===== src/rtl/proc_pkg.sv =====
// Shared encodings for the accumulator-processor control unit: opcodes,
// ALU operation codes, FSM states and decode routing classes.
package proc_pkg;

  localparam int PC_W_DEF  = 8;
  localparam int OPC_W_DEF = 4;

  localparam logic [3:0] OP_NOP = 4'h0;
  localparam logic [3:0] OP_LDI = 4'h1;
  localparam logic [3:0] OP_ADD = 4'h2;
  localparam logic [3:0] OP_SUB = 4'h3;
  localparam logic [3:0] OP_AND = 4'h4;
  localparam logic [3:0] OP_OR  = 4'h5;
  localparam logic [3:0] OP_XOR = 4'h6;
  localparam logic [3:0] OP_LDA = 4'h7;
  localparam logic [3:0] OP_STA = 4'h8;
  localparam logic [3:0] OP_JMP = 4'h9;
  localparam logic [3:0] OP_OUT = 4'hA;
  localparam logic [3:0] OP_JZ  = 4'hB;
  localparam logic [3:0] OP_HLT = 4'hF;

  localparam logic [2:0] ALU_PASS_IMM = 3'd0;
  localparam logic [2:0] ALU_ADD      = 3'd1;
  localparam logic [2:0] ALU_SUB      = 3'd2;
  localparam logic [2:0] ALU_AND      = 3'd3;
  localparam logic [2:0] ALU_OR       = 3'd4;
  localparam logic [2:0] ALU_XOR      = 3'd5;
  localparam logic [2:0] ALU_PASS_MEM = 3'd6;

  typedef enum logic [2:0] {
    ST_FETCH  = 3'd0,
    ST_DECODE = 3'd1,
    ST_EXEC   = 3'd2,
    ST_MEMRD  = 3'd3,
    ST_MEMWR  = 3'd4,
    ST_WB     = 3'd5,
    ST_HALT   = 3'd6
  } state_t;

  // Where DECODE sends the machine next.
  localparam logic [2:0] CLS_FETCH = 3'd0;
  localparam logic [2:0] CLS_EXEC  = 3'd1;
  localparam logic [2:0] CLS_MEMRD = 3'd2;
  localparam logic [2:0] CLS_MEMWR = 3'd3;
  localparam logic [2:0] CLS_HALT  = 3'd4;

endpackage


===== src/rtl/proc_ctrl_decode.sv =====
// Combinational opcode decoder: routing class for DECODE, ALU operation
// for the EXEC/WB write of the accumulator, and undefined-opcode flag.
module proc_ctrl_decode
  import proc_pkg::*;
(
  input  logic [3:0] opcode,
  output logic [2:0] next_class,
  output logic [2:0] alu_op,
  output logic       illegal
);

  always_comb begin
    next_class = CLS_FETCH;
    alu_op     = ALU_PASS_IMM;
    illegal    = 1'b0;
    case (opcode)
      OP_NOP: next_class = CLS_FETCH;
      OP_LDI: next_class = CLS_EXEC;
      OP_ADD: begin next_class = CLS_MEMRD; alu_op = ALU_ADD;      end
      OP_SUB: begin next_class = CLS_MEMRD; alu_op = ALU_SUB;      end
      OP_AND: begin next_class = CLS_MEMRD; alu_op = ALU_AND;      end
      OP_OR:  begin next_class = CLS_MEMRD; alu_op = ALU_OR;       end
      OP_XOR: begin next_class = CLS_MEMRD; alu_op = ALU_XOR;      end
      OP_LDA: begin next_class = CLS_MEMRD; alu_op = ALU_PASS_MEM; end
      OP_STA: next_class = CLS_MEMWR;
      OP_JMP, OP_JZ, OP_OUT: next_class = CLS_EXEC;
      OP_HLT: next_class = CLS_HALT;
      default: illegal = 1'b1;
    endcase
  end

endmodule


===== src/rtl/proc_ctrl_fsm.sv =====
// Multi-cycle control unit of the 8-bit accumulator processor: fetches over
// a req/ack port, decodes, and sequences the datapath with one-cycle strobes.
module proc_ctrl_fsm
  import proc_pkg::*;
#(
  parameter int PC_W  = PC_W_DEF,
  parameter int OPC_W = OPC_W_DEF
) (
  input  logic       clk,
  input  logic       rst,
  input  logic       ena,
  output logic       mem_req,
  output logic       mem_we,
  output logic       mem_addr_sel,
  input  logic       mem_ack,
  input  logic [7:0] instr,
  input  logic       acc_zero,
  output logic       pc_inc,
  output logic       pc_load,
  output logic       ir_load,
  output logic       acc_we,
  output logic [2:0] alu_op,
  output logic       out_we,
  output logic       halted,
  output logic       illegal
);

  if (PC_W < 4 || OPC_W != 4) begin : g_param_check
    $error("proc_ctrl_fsm needs OPC_W == 4 and PC_W >= 4");
  end

  state_t           state_q, state_d;
  logic [OPC_W-1:0] op_q, op_d;
  logic             ack_pend_q, ack_pend_d;
  logic [2:0]       dec_class, dec_alu_op;
  logic             dec_illegal;
  logic             in_access, ack_eff;
  logic             unused_operand;

  assign unused_operand = &{1'b0, instr[7-OPC_W:0]};

  proc_ctrl_decode u_decode (
    .opcode     (op_q),
    .next_class (dec_class),
    .alu_op     (dec_alu_op),
    .illegal    (dec_illegal)
  );

  assign in_access = (state_q == ST_FETCH) || (state_q == ST_MEMRD) || (state_q == ST_MEMWR);
  // An ack seen while frozen is parked here and completes the access once ena returns.
  assign ack_eff   = mem_ack || ack_pend_q;

  always_comb begin
    state_d    = state_q;
    op_d       = op_q;
    ack_pend_d = ack_pend_q;
    if (ena) begin
      case (state_q)
        ST_FETCH: if (ack_eff) begin
          op_d       = instr[7 -: OPC_W];
          ack_pend_d = 1'b0;
          state_d    = ST_DECODE;
        end
        ST_DECODE: begin
          case (dec_class)
            CLS_EXEC:  state_d = ST_EXEC;
            CLS_MEMRD: state_d = ST_MEMRD;
            CLS_MEMWR: state_d = ST_MEMWR;
            CLS_HALT:  state_d = ST_HALT;
            default:   state_d = ST_FETCH;
          endcase
        end
        ST_EXEC, ST_WB: state_d = ST_FETCH;
        ST_MEMRD: if (ack_eff) begin
          ack_pend_d = 1'b0;
          state_d    = ST_WB;
        end
        ST_MEMWR: if (ack_eff) begin
          ack_pend_d = 1'b0;
          state_d    = ST_FETCH;
        end
        default: state_d = state_q;
      endcase
    end else if (in_access && mem_ack) begin
      ack_pend_d = 1'b1;
    end
  end

  always_ff @(posedge clk or posedge rst) begin
    if (rst) begin
      state_q    <= ST_FETCH;
      op_q       <= '0;
      ack_pend_q <= 1'b0;
    end else begin
      state_q    <= state_d;
      op_q       <= op_d;
      ack_pend_q <= ack_pend_d;
    end
  end

  // Outputs are held low while rst is asserted so a request drops immediately.
  always_comb begin
    mem_req      = 1'b0;
    mem_we       = 1'b0;
    mem_addr_sel = 1'b0;
    pc_inc       = 1'b0;
    pc_load      = 1'b0;
    ir_load      = 1'b0;
    acc_we       = 1'b0;
    alu_op       = ALU_PASS_IMM;
    out_we       = 1'b0;
    halted       = 1'b0;
    illegal      = 1'b0;
    if (!rst) begin
      case (state_q)
        ST_FETCH: begin
          mem_req = 1'b1;
          ir_load = ena && ack_eff;
          pc_inc  = ena && ack_eff;
        end
        ST_DECODE: illegal = ena && dec_illegal;
        ST_EXEC: begin
          alu_op  = dec_alu_op;
          acc_we  = ena && (op_q == OP_LDI);
          pc_load = ena && ((op_q == OP_JMP) || ((op_q == OP_JZ) && acc_zero));
          out_we  = ena && (op_q == OP_OUT);
        end
        ST_MEMRD: begin
          mem_req      = 1'b1;
          mem_addr_sel = 1'b1;
        end
        ST_MEMWR: begin
          mem_req      = 1'b1;
          mem_we       = 1'b1;
          mem_addr_sel = 1'b1;
        end
        ST_WB: begin
          alu_op = dec_alu_op;
          acc_we = ena;
        end
        ST_HALT: halted = 1'b1;
        default: halted = 1'b0;
      endcase
    end
  end

endmodule


===== config.mk =====
export PLATFORM = sky130hd
export DESIGN_NAME = proc_ctrl_fsm
export DESIGN_NICKNAME = d
export VERILOG_FILES = /design/src/rtl/proc_pkg.sv /design/src/rtl/proc_ctrl_decode.sv /design/src/rtl/proc_ctrl_fsm.sv
export SDC_FILE = /design/constraint.sdc
export NUM_CORES = 1
export LEC_CHECK = 0
export BUFFER_PORTS_ARGS = -buffer_cell sky130_fd_sc_hd__buf_2
export CAP_MARGIN = 0
export CORE_MARGIN = 2
export CORE_UTILIZATION = 48
export CTS_CLUSTER_DIAMETER = 100
export DETAILED_ROUTE_END_ITERATION = 12
export PLACE_DENSITY = 0.73
export SETUP_SLACK_MARGIN = 0.3
export SYNTH_ARGS = -nofsm -noshare
export SYNTH_HDL_FRONTEND = slang
export SYNTH_HIERARCHICAL = 1
export SYNTH_SLANG_ARGS = --single-unit

===== constraint.sdc =====
create_clock -name clk -period 2.3 [get_ports clk]
set_input_delay 0.46 -clock clk [delete_from_list [all_inputs] [get_ports clk]]
set_output_delay 0.46 -clock clk [all_outputs]
set_load 0.02 [all_outputs]

Word-level counts from Yosys, hierarchy flattened

Cells that the tools add are included.

Register bits after elaboration: 8
Input port bits: 13
Logic and storage cells: 86

Equal/unequal tests: 27
Multiplexer cells: 32
Reduce and logical (&&, ||, !) cells: 24

Operators with widths:

| operator           | count |
|---|---|
| $pmux 3 s4         | 2 |
| $mux 1             | 22 |
| $eq 4x4->1 const B | 5 |
| $pmux 3 s6         | 1 |
| $eq 4x3->1 const B | 4 |
| $mux 3             | 5 |
| $pmux 3 s5         | 1 |
| $reduce_or 13->1   | 1 |
| $eq 3x2->1 const B | 4 |
| $eq 3x3->1 const B | 4 |
| $eq 4x2->1 const B | 2 |
| $ne 2x2->1 const B | 4 |
| $logic_and 1x1->1  | 7 |
| $eq 3x1->1 const B | 2 |
| $reduce_and 3->1   | 2 |
| $reduce_or 6->1    | 1 |
| $reduce_and 5->1   | 1 |
| $reduce_bool 5->1  | 1 |
| $eq 4x1->1 const B | 1 |
| $logic_not 4->1    | 1 |
| $logic_or 1x1->1   | 4 |
| $reduce_or 2->1    | 2 |
| $reduce_or 4->1    | 1 |
| $logic_not 3->1    | 1 |
| other kinds (4)    | 4 |

Depth between registers and ports, before layout

Gate-level depths: netlist of the first run.

Depth after elaboration: 6
Mapped depth: 5
Gate-level depth less buffers: 5

By module

The synthesis of the first run kept the hierarchy.

Modules (own cells, without submodules):

| module           | instances | cells an instance | area each (µm²) | sequential area each (µm²) |
|---|---|---|---|---|
| proc_ctrl_fsm    | 1         | 71                | 656.9           | 200.2 |
| proc_ctrl_decode | 1         | 14                | 81.3            | 0.0 |

Worst setup path before layout of the first run

OpenSTA, ideal clock, no wires.

Path type: input to output
Start: input rst
End: output illegal
Arrival: 1.417 ns
Data required time: 1.840 ns
Setup slack: 0.423 ns
Cell stages on the path: 3
Path buffers: 0
Cell sequence: inv_1 nand2_1 nor4_1

Longest elaborated chain between the ends: 1

Ends and longest elaborated chain:

| item            | RTL line             | source |
|---|---|---|
| start, declared | proc_ctrl_fsm.sv:10  | `input logic rst,` |
| $mux 1          | proc_ctrl_fsm.sv:114 | `if (!rst) begin` |
| end, declared   | proc_ctrl_fsm.sv:25  | `output logic illegal` |

No other way between the ends.

Worst setup path after layout of the first run

Start: register state_q[2]
End: output alu_op[2]

Longest elaborated chain between the ends: 4

Ends and longest elaborated chain:

| item                                     | RTL line             | source |
|---|---|---|
| start, declared                          | proc_ctrl_fsm.sv:32  | `state_t state_q, state_d;` |
| start signal, assigned                   | proc_ctrl_fsm.sv:95  | `state_q <= state_d;` |
| $eq 3x2->1 or $eq 3x3->1 (tied branches) | proc_ctrl_fsm.sv:115 | `case (state_q)` |
| $reduce_or 2->1 (no source line) (*)     | --                   |  |
| $mux 3 (*)                               | proc_ctrl_fsm.sv:115 |  |
| $mux 3 (*)                               | proc_ctrl_fsm.sv:114 |  |
| end, declared                            | proc_ctrl_fsm.sv:22  | `output logic [2:0] alu_op,` |

Every way passes the cells marked *; elsewhere a longest branch is shown, timed or not.

==> impl_metrics.py, run 1 <==
metrics = {
    "setup_path": {
        "critPathCaptureType": "output port",
        "rr_worst_depth": 5,
        "cp.required_ns": 1.84,
        "critPathKind": "reg2out",
        "crit_fanout": 5,
        "arrival_ns": 1.55,
        "critPathLaunchType": "flop",
    },
    "cells_and_area": {
        "drive_above_1_share_pct": 50.9,
        "nFillCells": 123,
        "syn2layout_area_growth_pct": 32.4,
        "utilization_pct": 66.4,
        "finalNetCount": 129,
        "stdcell_count": 130,
        "n_antenna_cell": 0,
    },
    "clocking": {
        "cts.reportedPaths.clkPinSlew_ns": 0.05,
        "clock_tree.root_cell": "clkbuf_4",
        "clk_latency_ns": 0.25,
        "cts_max_level": 1,
        "clk_path_buf_depth": 2,
        "cts_inserted_buffers": 3,
        "holdBufCountCts": 0,
        "clock-sinks": 8,
        "cts_tree": "done",
    },
    "floorplanning": {
        "rows": 14,
        "die_h_um": 43.2,
        "coreArea_um2": 1470,
        "pin_count": 26,
        "fp.dieW_um": 43.2,
        "die_area_um2": 1870,
        "start_util_pct": 50.2,
    },
    "synth": {
        "ys_seq_area_share_pct": 27.1,
        "synth_edf_count": 0,
        "syn_avg_cell_area_um2": 8.68,
        "syn_area_um2": 738,
        "synth_ff_type": "dfrtp_1",
        "syn_nets": 98,
        "ys_types": 42,
        "syn_inst": 85,
        "ys_seq_elements": 8,
        "synth_warnings": 6,
        "async_flop_share_pct": 100,
    },
    "power": {
        "leakagePower_nw": 0.456,
        "pwr-share-clk_pct": 37.9,
        "p_switching_w": 0.0000573,
        "p_int_w": 0.000210,
        "switching_share_pct": 21.4,
        "seqPwrFrac_pct": 53.2,
        "p_per_area_nw_per_um2": 274,
        "p_comb_share_pct": 8.9,
        "vdd_drop_max_mv": 0.259,
    },
    "routing": {
        "drt_iter0_drc": 15,
        "detail-route-antenna-nets": 0,
        "via_count": 739,
        "wirelength_um": 1790,
        "vias_per_cell": 5.68,
        "drc_errors": 0,
        "wire_per_inst_um": 13.8,
        "firstDrtPassIters": 4,
    },
    "grt": {
        "grt_pass1_vias": 655,
        "track_usage_pct": 20.6,
        "grt_max_degree": 12,
        "globalRouteOverflowTotal": 0,
        "grt_pass1_wl_um": 2890,
        "antenna_found_initial": 0,
    },
    "placed_design": {
        "pre_cts_ws_ns": 0.357,
        "gp_congestion": 0.814,
        "dpl.hpwl_um": 1240,
        "port_buffers": 21,
        "dp.cells": 120,
    },
    "timing": {
        "tns_ns": 0,
        "maxSlewViolCount": 0,
        "period_share_pct": 87.5,
        "tightest_slew_ns": 0.356,
        "finalSetupViolations": 0,
        "hold-worst-slack_ns": 0.299,
        "fin_crit_ns": 2.01,
        "clock_skew_ns": 0.00635,
        "max_freq_mhz": 497,
        "setup_slack_ns": 0.288,
        "grt_setup_unrepaired": "true",
        "hold_viol": 0,
        "relSlewSlack_pct": 76.2,
    },
    "outcome": {
        "outcome": "finished clean",
    },
    "run": {
        "maxCapViolCount": 0,
    },
    "worst_hold_path": {
        "hold_path.class": "in2async",
    },
}
-- final timing paths --
path / startpoint / end / slack, ns
setup reg to reg: op_q[1]$_DFFE_PP0N_ / state_q[0]$_DFFE_PP0P_ / 0.38
min in group clk: instr[5] / op_q[1]$_DFFE_PP0N_ / 0.44
hold / removal: rst / op_q[0]$_DFFE_PP0N_ / 0.30
setup / recovery: state_q[2]$_DFFE_PP0P_ / alu_op[2] / 0.29
hold reg to reg: ack_pend_q$_DFFE_PP0P_ / ack_pend_q$_DFFE_PP0P_ / 0.57
max in group asynchronous: rst / state_q[1]$_DFFE_PP0P_ / 1.86
-- layout make-up --
| class | instances | area (µm²) | share of cell area, % |
|---|---|---|---|
| flip-flops and latches | 8 | 209 | 21.4 |
| multi-input cells | 66 | 515 | 52.8 |
| repair buffers | 30 | 184 | 18.8 |
| inverters | 7 | 26.3 | 2.69 |
| clock buffers | 3 | 22.5 | 2.30 |
| well taps | 16 | 20.0 | 2.05 |
-- state kept, by name (all words and copies together), names as in the netlist --
signal	cells
op_q	4
state_q	3
ack_pend_q	1
-- power groups by stage --
stage / logic [W] / registers (W) / clock network (W)
finish: 0.0000238 / 0.000142 / 0.000101
global route: 0.0000265 / 0.000142 / 0.000116
CTS: 0.0000227 / 0.000142 / 0.000108
detailed placement: 0.0000226 / 0.000145 / 0
global placement: 0.0000221 / 0.000145 / 0
floorplan: 0.0000110 / 0.000145 / 0
-- cell usage after synthesis, types with 2 or more instances --
cell | instances | area (µm²)
nand2_1 | 7 | 26.3
mux2_2 | 4 | 45.0
dfrtp_1 | 8 | 200
a21oi_1 | 6 | 30.0
nor2_1 | 6 | 22.5
xor2_1 | 2 | 17.5
nand3_1 | 3 | 15.0
a21oi_2 | 2 | 17.5
mux2i_1 | 2 | 20.0
and2_1 | 3 | 18.8
nor2b_1 | 2 | 12.5
nor4_1 | 2 | 12.5
or3b_1 | 3 | 26.3
buf_4 | 2 | 15.0
inv_1 | 6 | 22.5
-- per-layer routing --
metal / share of wire, % / vias up / track usage, %
met2: 48 / 21 / 31.0
met4: 0.78 / 0 / 9.09
met3: 4.5 / 4 / 4.68
met1: 46 / 349 / 27.9
met5: 0 / - / 0
li1: - / 365 / -
-- layout by cell type, fill, tap and decap left out, types with 2 or more instances in the layout --
master / Yosys / layout
a21oi_1: 6 / 5
a21oi_2: 2 / 3
and2_1: 3 / 3
buf_2: 1 / 17
buf_4: 2 / 11
clkbuf_4: 0 / 3
dfrtp_2: 0 / 7
inv_1: 6 / 6
mux2_2: 4 / 4
mux2i_1: 2 / 2
nand2_1: 7 / 6
nand3_1: 3 / 2
nor2_1: 6 / 6
nor2b_1: 2 / 2
or3b_1: 3 / 3
xor2_1: 2 / 2
-- through the flow --
stage / instance area [µm²] / power, W
6_report: 977 / 0.000268
5_1_grt: 977 / 0.000285
4_1_cts: 918 / 0.000273
3_5_place_dp: 847 / 0.000167
3_3_place_gp: 847 / 0.000167
2_1_floorplan: 738 / 0.000156
-- worst max-delay path: stages, from the launching register on --
cell and delay [ns]:
dfrtp_2 0.45, or3b_1 0.40, a21oi_2 0.18, and2_1 0.15, buf_4 0.13
-- cell families (layout without fill, tap and decap cells) --
logic type	count (synthesis)	in the layout	synth area share, %
buf+inv	11	40	7.79
simple gates	39	39	33.9
compound gates	19	19	20.0
xor+xnor	2	2	2.37
mux	6	6	8.81
flops	8	8	27.1
-- repair_timing --
action	CTS	global route
pin swaps	1	2
hold endpoints to repair	0	0
endpoints found under the setup margin	8	10
cloned	0	0
setup buffers	5	2
gates resized for setup	6	12
No activity file was read; power rests on OpenSTA's default activity.
==> run 2: changes to the inputs <==
--- a/config.mk
+++ b/config.mk
@@ -5,10 +5,11 @@
 export SDC_FILE = /design/constraint.sdc
 export NUM_CORES = 1
 export LEC_CHECK = 0
+export ABC_AREA = 1
 export BUFFER_PORTS_ARGS = -buffer_cell sky130_fd_sc_hd__buf_2
 export CAP_MARGIN = 0
 export CORE_MARGIN = 2
-export CORE_UTILIZATION = 48
+export CORE_UTILIZATION = 47
 export CTS_CLUSTER_DIAMETER = 100
 export DETAILED_ROUTE_END_ITERATION = 12
 export PLACE_DENSITY = 0.73
==> run 2 against run 1 <==
  * Worst hold slack lost 0.027 ns
  * Worst setup slack improved by 0.12 ns
  * Register-to-register slack improved by 0.46 ns
  * Utilization fell by 4.3 points
  * Clock skew down 0.0032 ns
  * Largest power group is now combinational logic
==> impl_metrics.py, run 2 <==
metrics = {
    "synth": {
        "synth_edf_count": 0,
        "synth_ff_type": "dfrtp_1",
        "syn_area_um2": 697,
        "yosys.area.top_type": "dfrtp_1",
        "ys_types": 22,
        "netlist_top_cells_area": "dfrtp_1 29%, nand2_1 13%, nor2_1 11%, inv_1 6.5%, nand3_1 5.0%",
        "async_flop_share_pct": 100,
        "netlist_top_cells_count": "25 x nand2_1, 21 x nor2_1, 12 x inv_1",
        "syn_inst": 114,
        "synth_warnings": 6,
        "syn_nets": 127,
        "yosysMostFrequentCell": "nand2_1",
        "syn_avg_cell_area_um2": 6.11,
        "ys_seq_elements": 8,
        "ys_seq_area_share_pct": 28.7,
        "yosysTopAreaCellShare_pct": 28.7,
    },
    "floorplanning": {
        "die_h_um": 42.5,
        "rows": 13,
        "die_area_um2": 1810,
        "start_util_pct": 51.6,
        "coreArea_um2": 1350,
        "pin_count": 26,
        "fp.dieW_um": 42.5,
    },
    "routing": {
        "wire_per_inst_um": 10.0,
        "detail-route-antenna-nets": 0,
        "via_count": 761,
        "drt_iter0_drc": 17,
        "vias_per_cell": 5.01,
        "drc_errors": 0,
        "firstDrtPassIters": 4,
        "wirelength_um": 1530,
    },
    "setup_path": {
        "crit_fanout": 7,
        "critPathLaunchType": "flop",
        "arrival_ns": 1.43,
        "worst-r2r-setup-slack_ns": 0.84,
        "critPathKind": "reg2out",
        "critPathCaptureType": "output port",
        "cp.required_ns": 1.84,
    },
    "cells_and_area": {
        "final_common_cell": "nand2_1",
        "largest_reg_flops": 4,
        "layout_common_cells": "25 x nand2_1, 21 x nor2_1, 21 x buf_2",
        "reg_top3": "op_q x4, state_q x3, ack_pend_q x1",
        "syn2layout_area_growth_pct": 20.3,
        "largest_register": "op_q",
        "finalNetCount": 152,
        "drive_above_1_share_pct": 32.8,
        "stdcell_count": 152,
        "n_antenna_cell": 0,
    },
    "power": {
        "vdd_drop_max_mv": 0.668,
        "p_comb_share_pct": 56.7,
        "p_int_w": 0.000453,
        "power.total_w": 0.000956,
        "pwr-share-clk_pct": 10.6,
        "switching_share_pct": 52.6,
        "p_per_area_nw_per_um2": 1140,
        "seqPwrFrac_pct": 32.6,
        "p_switching_w": 0.000503,
        "leakagePower_nw": 0.470,
    },
    "grt": {
        "grt_pass1_wl_um": 2600,
        "grt_max_degree": 10,
        "grt_pass1_vias": 663,
        "globalRouteOverflowTotal": 0,
        "antenna_found_initial": 0,
        "track_usage_pct": 18.1,
    },
    "timing": {
        "tightest_slew_ns": 0.387,
        "fin_crit_ns": 1.89,
        "relSlewSlack_pct": 74.0,
        "grt_setup_unrepaired": "false",
        "max_freq_mhz": 529,
        "period_share_pct": 82.2,
        "clock_skew_ns": 0.00318,
        "maxSlewViolCount": 0,
        "hold_viol": 0,
        "finalSetupViolations": 0,
        "tns_ns": 0,
    },
    "clocking": {
        "clock-sinks": 8,
        "cts_max_level": 1,
        "clk_latency_ns": 0.24,
        "cts.reportedPaths.clkPinSlew_ns": 0.05,
        "cts_tree": "done",
        "clk_path_buf_depth": 2,
        "cts_inserted_buffers": 3,
        "clock_tree.root_cell": "clkbuf_4",
    },
    "placed_design": {
        "gp_congestion": 0.768,
        "dpl.hpwl_um": 1210,
        "dp.cells": 149,
        "port_buffers": 21,
    },
    "run": {
        "maxCapViolCount": 0,
    },
    "outcome": {
        "outcome": "finished clean",
    },
    "worst_hold_path": {
        "hold_path.class": "in2async",
    },
}
-- run 2: changes by cell type in the layout (fill, tap and decap cells not counted), sizes merged, moves of 6 or more --
cell / previous run / this run
inv: 7 / 20
nand3: 3 / 9
nand2: 7 / 29
o21ai: 1 / 8
buf: 29 / 22
nor2: 6 / 23
-- run 2: power groups by stage --
stage               Combinational, W  Sequential (W)  Clock, W
finish                      0.000542        0.000312  0.000101
global route                0.000633        0.000324  0.000113
CTS                         0.000540        0.000302  0.000106
floorplan                   0.000460        0.000272         0
detailed placement          0.000537        0.000304         0
global placement            0.000526        0.000300         0
-- run 2: layout make-up --
type / count / area [µm²]
clock buffer: 3 / 22.5
fill: 137 / 512
inverter: 20 / 75.1
multi-input combinational: 84 / 408
sequential: 8 / 201
tap: 15 / 18.8
timing repair buffer: 22 / 113
-- run 2: worst max-delay path, stage by stage, from the launching register on --
cell	delay [ns]
dfrtp_1	0.51
nand2_2	0.15
o21ai_2	0.16
nand2_1	0.10
nor2_1	0.10
buf_2	0.17
-- run 2: metal layers --
layer  GRT usage [%]  vias to the layer above  part of all wire [%]
met5               0                        -                     0
met2            28.6                       19                    46
met4            6.88                        0                     0
met3            2.16                        0                   5.2
li1                -                      409                     -
met1            24.9                      333                    48
-- run 2: final timing paths --
path / startpoint / to / depth (start not counted)
max in group asynchronous: rst / state_q[2]$_DFFE_PP0P_ / 3
min reg2reg: ack_pend_q$_DFFE_PP0P_ / ack_pend_q$_DFFE_PP0P_ / 2
max: state_q[1]$_DFFE_PP0P_ / alu_op[2] / 5
min: rst / op_q[1]$_DFFE_PP0N_ / 3
max reg2reg: op_q[3]$_DFFE_PP0N_ / state_q[0]$_DFFE_PP0P_ / 9
min in group clk: instr[7] / op_q[3]$_DFFE_PP0N_ / 2
-- run 2: logic make-up (layout without fill, tap and decap cells) --
family | after synthesis | in the layout | synth area share, %
and+or+nand+nor | 69 | 69 | 44.9
buffers and inverters | 22 | 45 | 13.5
AOI/OAI and AO/OA | 15 | 15 | 12.9
DFF | 8 | 8 | 28.7
-- run 2: what timing repair did --
item                                    in CTS  in global routing
endpoints found under the hold margin        0                  0
endpoints found under the setup margin       0                  3
setup buffers                                0                  0
resized for setup                            0                  2
hold buffers                                 0                  0
-- run 2: stage by stage --
step / hold slack, ns / setup slack, ns / instance area (µm²) / utilization [%]
final: 0.272 / 0.409 / 838 / 62.1
after global routing: 0.281 / 0.298 / 838 / 62.1
after CTS: 0.269 / 0.381 / 832 / 61.6
after detailed placement: 0.532 / 0.556 / 810 / 60.0
after global placement: 0.520 / 0.570 / 810 / 60.0
after floorplan: 0.284 / 0.484 / 697 / -
==> run 3: changes to the inputs <==
--- a/config.mk
+++ b/config.mk
@@ -5,11 +5,11 @@
 export SDC_FILE = /design/constraint.sdc
 export NUM_CORES = 1
 export LEC_CHECK = 0
-export ABC_AREA = 1
+export ABC_AREA = 0
 export BUFFER_PORTS_ARGS = -buffer_cell sky130_fd_sc_hd__buf_2
 export CAP_MARGIN = 0
 export CORE_MARGIN = 2
-export CORE_UTILIZATION = 47
+export CORE_UTILIZATION = 48
 export CTS_CLUSTER_DIAMETER = 100
 export DETAILED_ROUTE_END_ITERATION = 12
 export PLACE_DENSITY = 0.73
==> constraint.sdc (replaced) <==
create_clock -name clk -period 1.9 [get_ports clk]
set_input_delay 0.38 -clock clk [delete_from_list [all_inputs] [get_ports clk]]
set_output_delay 0.38 -clock clk [all_outputs]
set_load 0.02 [all_outputs]
==> run 3 against run 2 <==
  * Flip-flop and latch count unchanged
  * Register-to-register slack got worse by 0.81 ns
  * Clock skew increased by 0.010 ns
  * Largest power group is now sequential cells
  * Highest routed layer is now met4
  * Die area increased by 3.4%
  * Count of clock-buffer cells in the layout increased by 1
  * Wire length increased by 93%
  * First-iteration DRC count increased by 29%
  * Utilization increased by 27 points
  * Non-clock buffer count increased by 25
  * Global-route usage increased by 13 points
  * Combinational power decreased by 93%
  * The run now ends with setup timing left
  * Critical path depth unchanged
==> impl_metrics.py, run 3 (same netlist as run 1, synthesis figures left out) <==
metrics = {
    "outcome": {
        "outcome": "finished with violations",
        "violations": "setup timing",
    },
    "timing": {
        "clock_skew_ns": 0.0132,
        "hold_viol": 0,
        "maxSlewViolCount": 0,
        "grt_setup_unrepaired": "true",
        "max_freq_mhz": 515,
        "fin_crit_ns": 1.94,
        "hold-worst-slack_ns": 0.290,
        "finalSetupViolations": 6,
        "setup_slack_ns": -0.0401,
        "period_share_pct": 102,
        "relSlewSlack_pct": 76.9,
        "tightest_slew_ns": 0.345,
        "tns_ns": -0.159,
    },
    "cells_and_area": {
        "reg_top3": "op_q x4, state_q x3, ack_pend_q x1",
        "largest_reg_flops": 4,
        "n_antenna_cell": 0,
        "multi_input_area_um2": 628,
        "largest_register": "op_q",
        "syn2layout_area_growth_pct": 77.8,
        "nFillCells": 63,
        "layout_common_cells": "19 x buf_4, 19 x buf_6, 9 x buf_2",
        "drive_above_1_share_pct": 68.9,
        "utilization_pct": 89.2,
        "stdcell_area_um2": 1310,
        "register_area_um2": 206,
        "finalNetCount": 146,
    },
    "grt": {
        "antenna_found_initial": 0,
        "globalRouteOverflowTotal": 0,
        "grt_max_degree": 11,
        "grt_pass1_wl_um": 4260,
        "track_usage_pct": 30.8,
        "grt_pass1_vias": 892,
    },
    "routing": {
        "via_count": 927,
        "detail-route-antenna-nets": 0,
        "wire_per_inst_um": 19.9,
        "wirelength_um": 2940,
        "vias_per_cell": 6.26,
        "drc_errors": 0,
        "drt_iter0_drc": 22,
        "firstDrtPassIters": 4,
    },
    "setup_path": {
        "cp.required_ns": 1.52,
        "cpPeakStageDelay_ns": 0.44,
        "critPathKind": "reg2out",
        "cp-startpoint": "state_q[0]$_DFFE_PP0P_",
        "critical-path-top-delay-family": "flip-flops",
        "arrival_ns": 1.56,
        "crit_fanout": 4,
        "crit_slowest_cell": "dfrtp_2",
        "critPathCaptureType": "output port",
        "critPathBufInv": 2,
        "rr_startpoint": "op_q[0]$_DFFE_PP0N_",
        "critPathLaunchType": "flop",
        "cp_cell_sequence": "buf_4, nor4b_4, nand3_2, a21oi_4, buf_6",
    },
    "power": {
        "leakagePower_nw": 0.589,
        "vdd_drop_max_mv": 0.424,
        "power.total_w": 0.000351,
        "switching_share_pct": 24.5,
        "p_int_w": 0.000265,
        "p_switching_w": 0.0000861,
        "seqPwrFrac_pct": 49.2,
        "p_per_area_nw_per_um2": 267,
        "pwr-share-clk_pct": 40.6,
        "p_comb_share_pct": 10.3,
    },
    "clocking": {
        "cts_tree": "done",
        "clock-sinks": 8,
        "clock_tree.root_cell": "clkbuf_4",
        "clk_path_buf_depth": 2,
        "holdBufCountCts": 0,
        "cts_max_level": 1,
        "cts.reportedPaths.clkPinSlew_ns": 0.07,
        "clk_latency_ns": 0.26,
        "cts_inserted_buffers": 3,
    },
    "run": {
        "maxCapViolCount": 0,
    },
    "placed_design": {
        "placed_area_um2": 923,
        "gp_congestion": 0.805,
        "dpl.hpwl_um": 1340,
        "port_buffers": 21,
    },
    "floorplanning": {
        "die_area_um2": 1870,
        "die_h_um": 43.2,
        "rows": 14,
        "coreArea_um2": 1470,
        "fp.dieW_um": 43.2,
        "start_util_pct": 50.2,
        "pin_count": 26,
    },
    "worst_hold_path": {
        "hold_path.class": "in2async",
    },
}
-- run 3: stage by stage --
| stage | std cells | setup slack (ns) |
|---|---|---|
| after floorplan | 85 | 0.126 |
| after detailed placement | 126 | 0.133 |
| after global routing | 148 | -0.118 |
| after global placement | 126 | 0.151 |
| final | 148 | -0.0401 |
| after CTS | 144 | -0.0364 |
-- run 3: final cells by class --
class / instances / area share, %
flip-flops and latches: 8 / 15.7
well taps: 16 / 1.53
repair buffers: 47 / 30.6
multi-input cells: 66 / 47.9
inverters: 7 / 2.29
clock buffers: 4 / 2.00
-- run 3: worst reg2reg max path, stage by stage (launching register included) --
cell	delay, ns
dfrtp_2	0.41
or4b_1	0.54
nand2_2	0.14
or3b_1	0.38
a31o_1	0.21
a21oi_2	0.11
-- run 3: what timing repair did --
item                       in CTS  in global routing
setup endpoints to repair      16                 16
setup buffers                  14                  4
pin swaps                      19                  8
gates resized for setup        46                 13
-- run 3: power groups by stage --
stage | sequential (W) | clock (W) | combinational (W)
final | 0.000172 | 0.000142 | 0.0000360
after global routing | 0.000172 | 0.000153 | 0.0000381
after CTS | 0.000172 | 0.000142 | 0.0000295
after detailed placement | 0.000175 | 0 | 0.0000285
after global placement | 0.000175 | 0 | 0.0000276
after floorplan | 0.000175 | 0 | 0.0000141
-- run 3: layer usage --
| metal | up-vias | GRT usage (%) | wire length [µm] |
|---|---|---|---|
| li1 | 404 | - | - |
| met1 | 450 | 40.1 | 1160 |
| met4 | 0 | 17.0 | 118 |
| met2 | 58 | 48.7 | 1470 |
| met3 | 15 | 4.26 | 198 |
| met5 | - | 0 | 0 |
-- run 3: worst paths after layout --
| check | slack, ns | cells after the start | endpoint |
|---|---|---|---|
| max in group asynchronous | 1.45 | 3 | state_q[1]$_DFFE_PP0P_ |
| worst min register to register | 0.60 | 1 | ack_pend_q$_DFFE_PP0P_ |
| worst min-delay path | 0.29 | 3 | op_q[1]$_DFFE_PP0N_ |
| worst max-delay path | -0.04 | 5 | acc_we |
| worst max register to register | 0.03 | 5 | state_q[0]$_DFFE_PP0P_ |
| min in group clk | 0.36 | 2 | op_q[1]$_DFFE_PP0N_ |
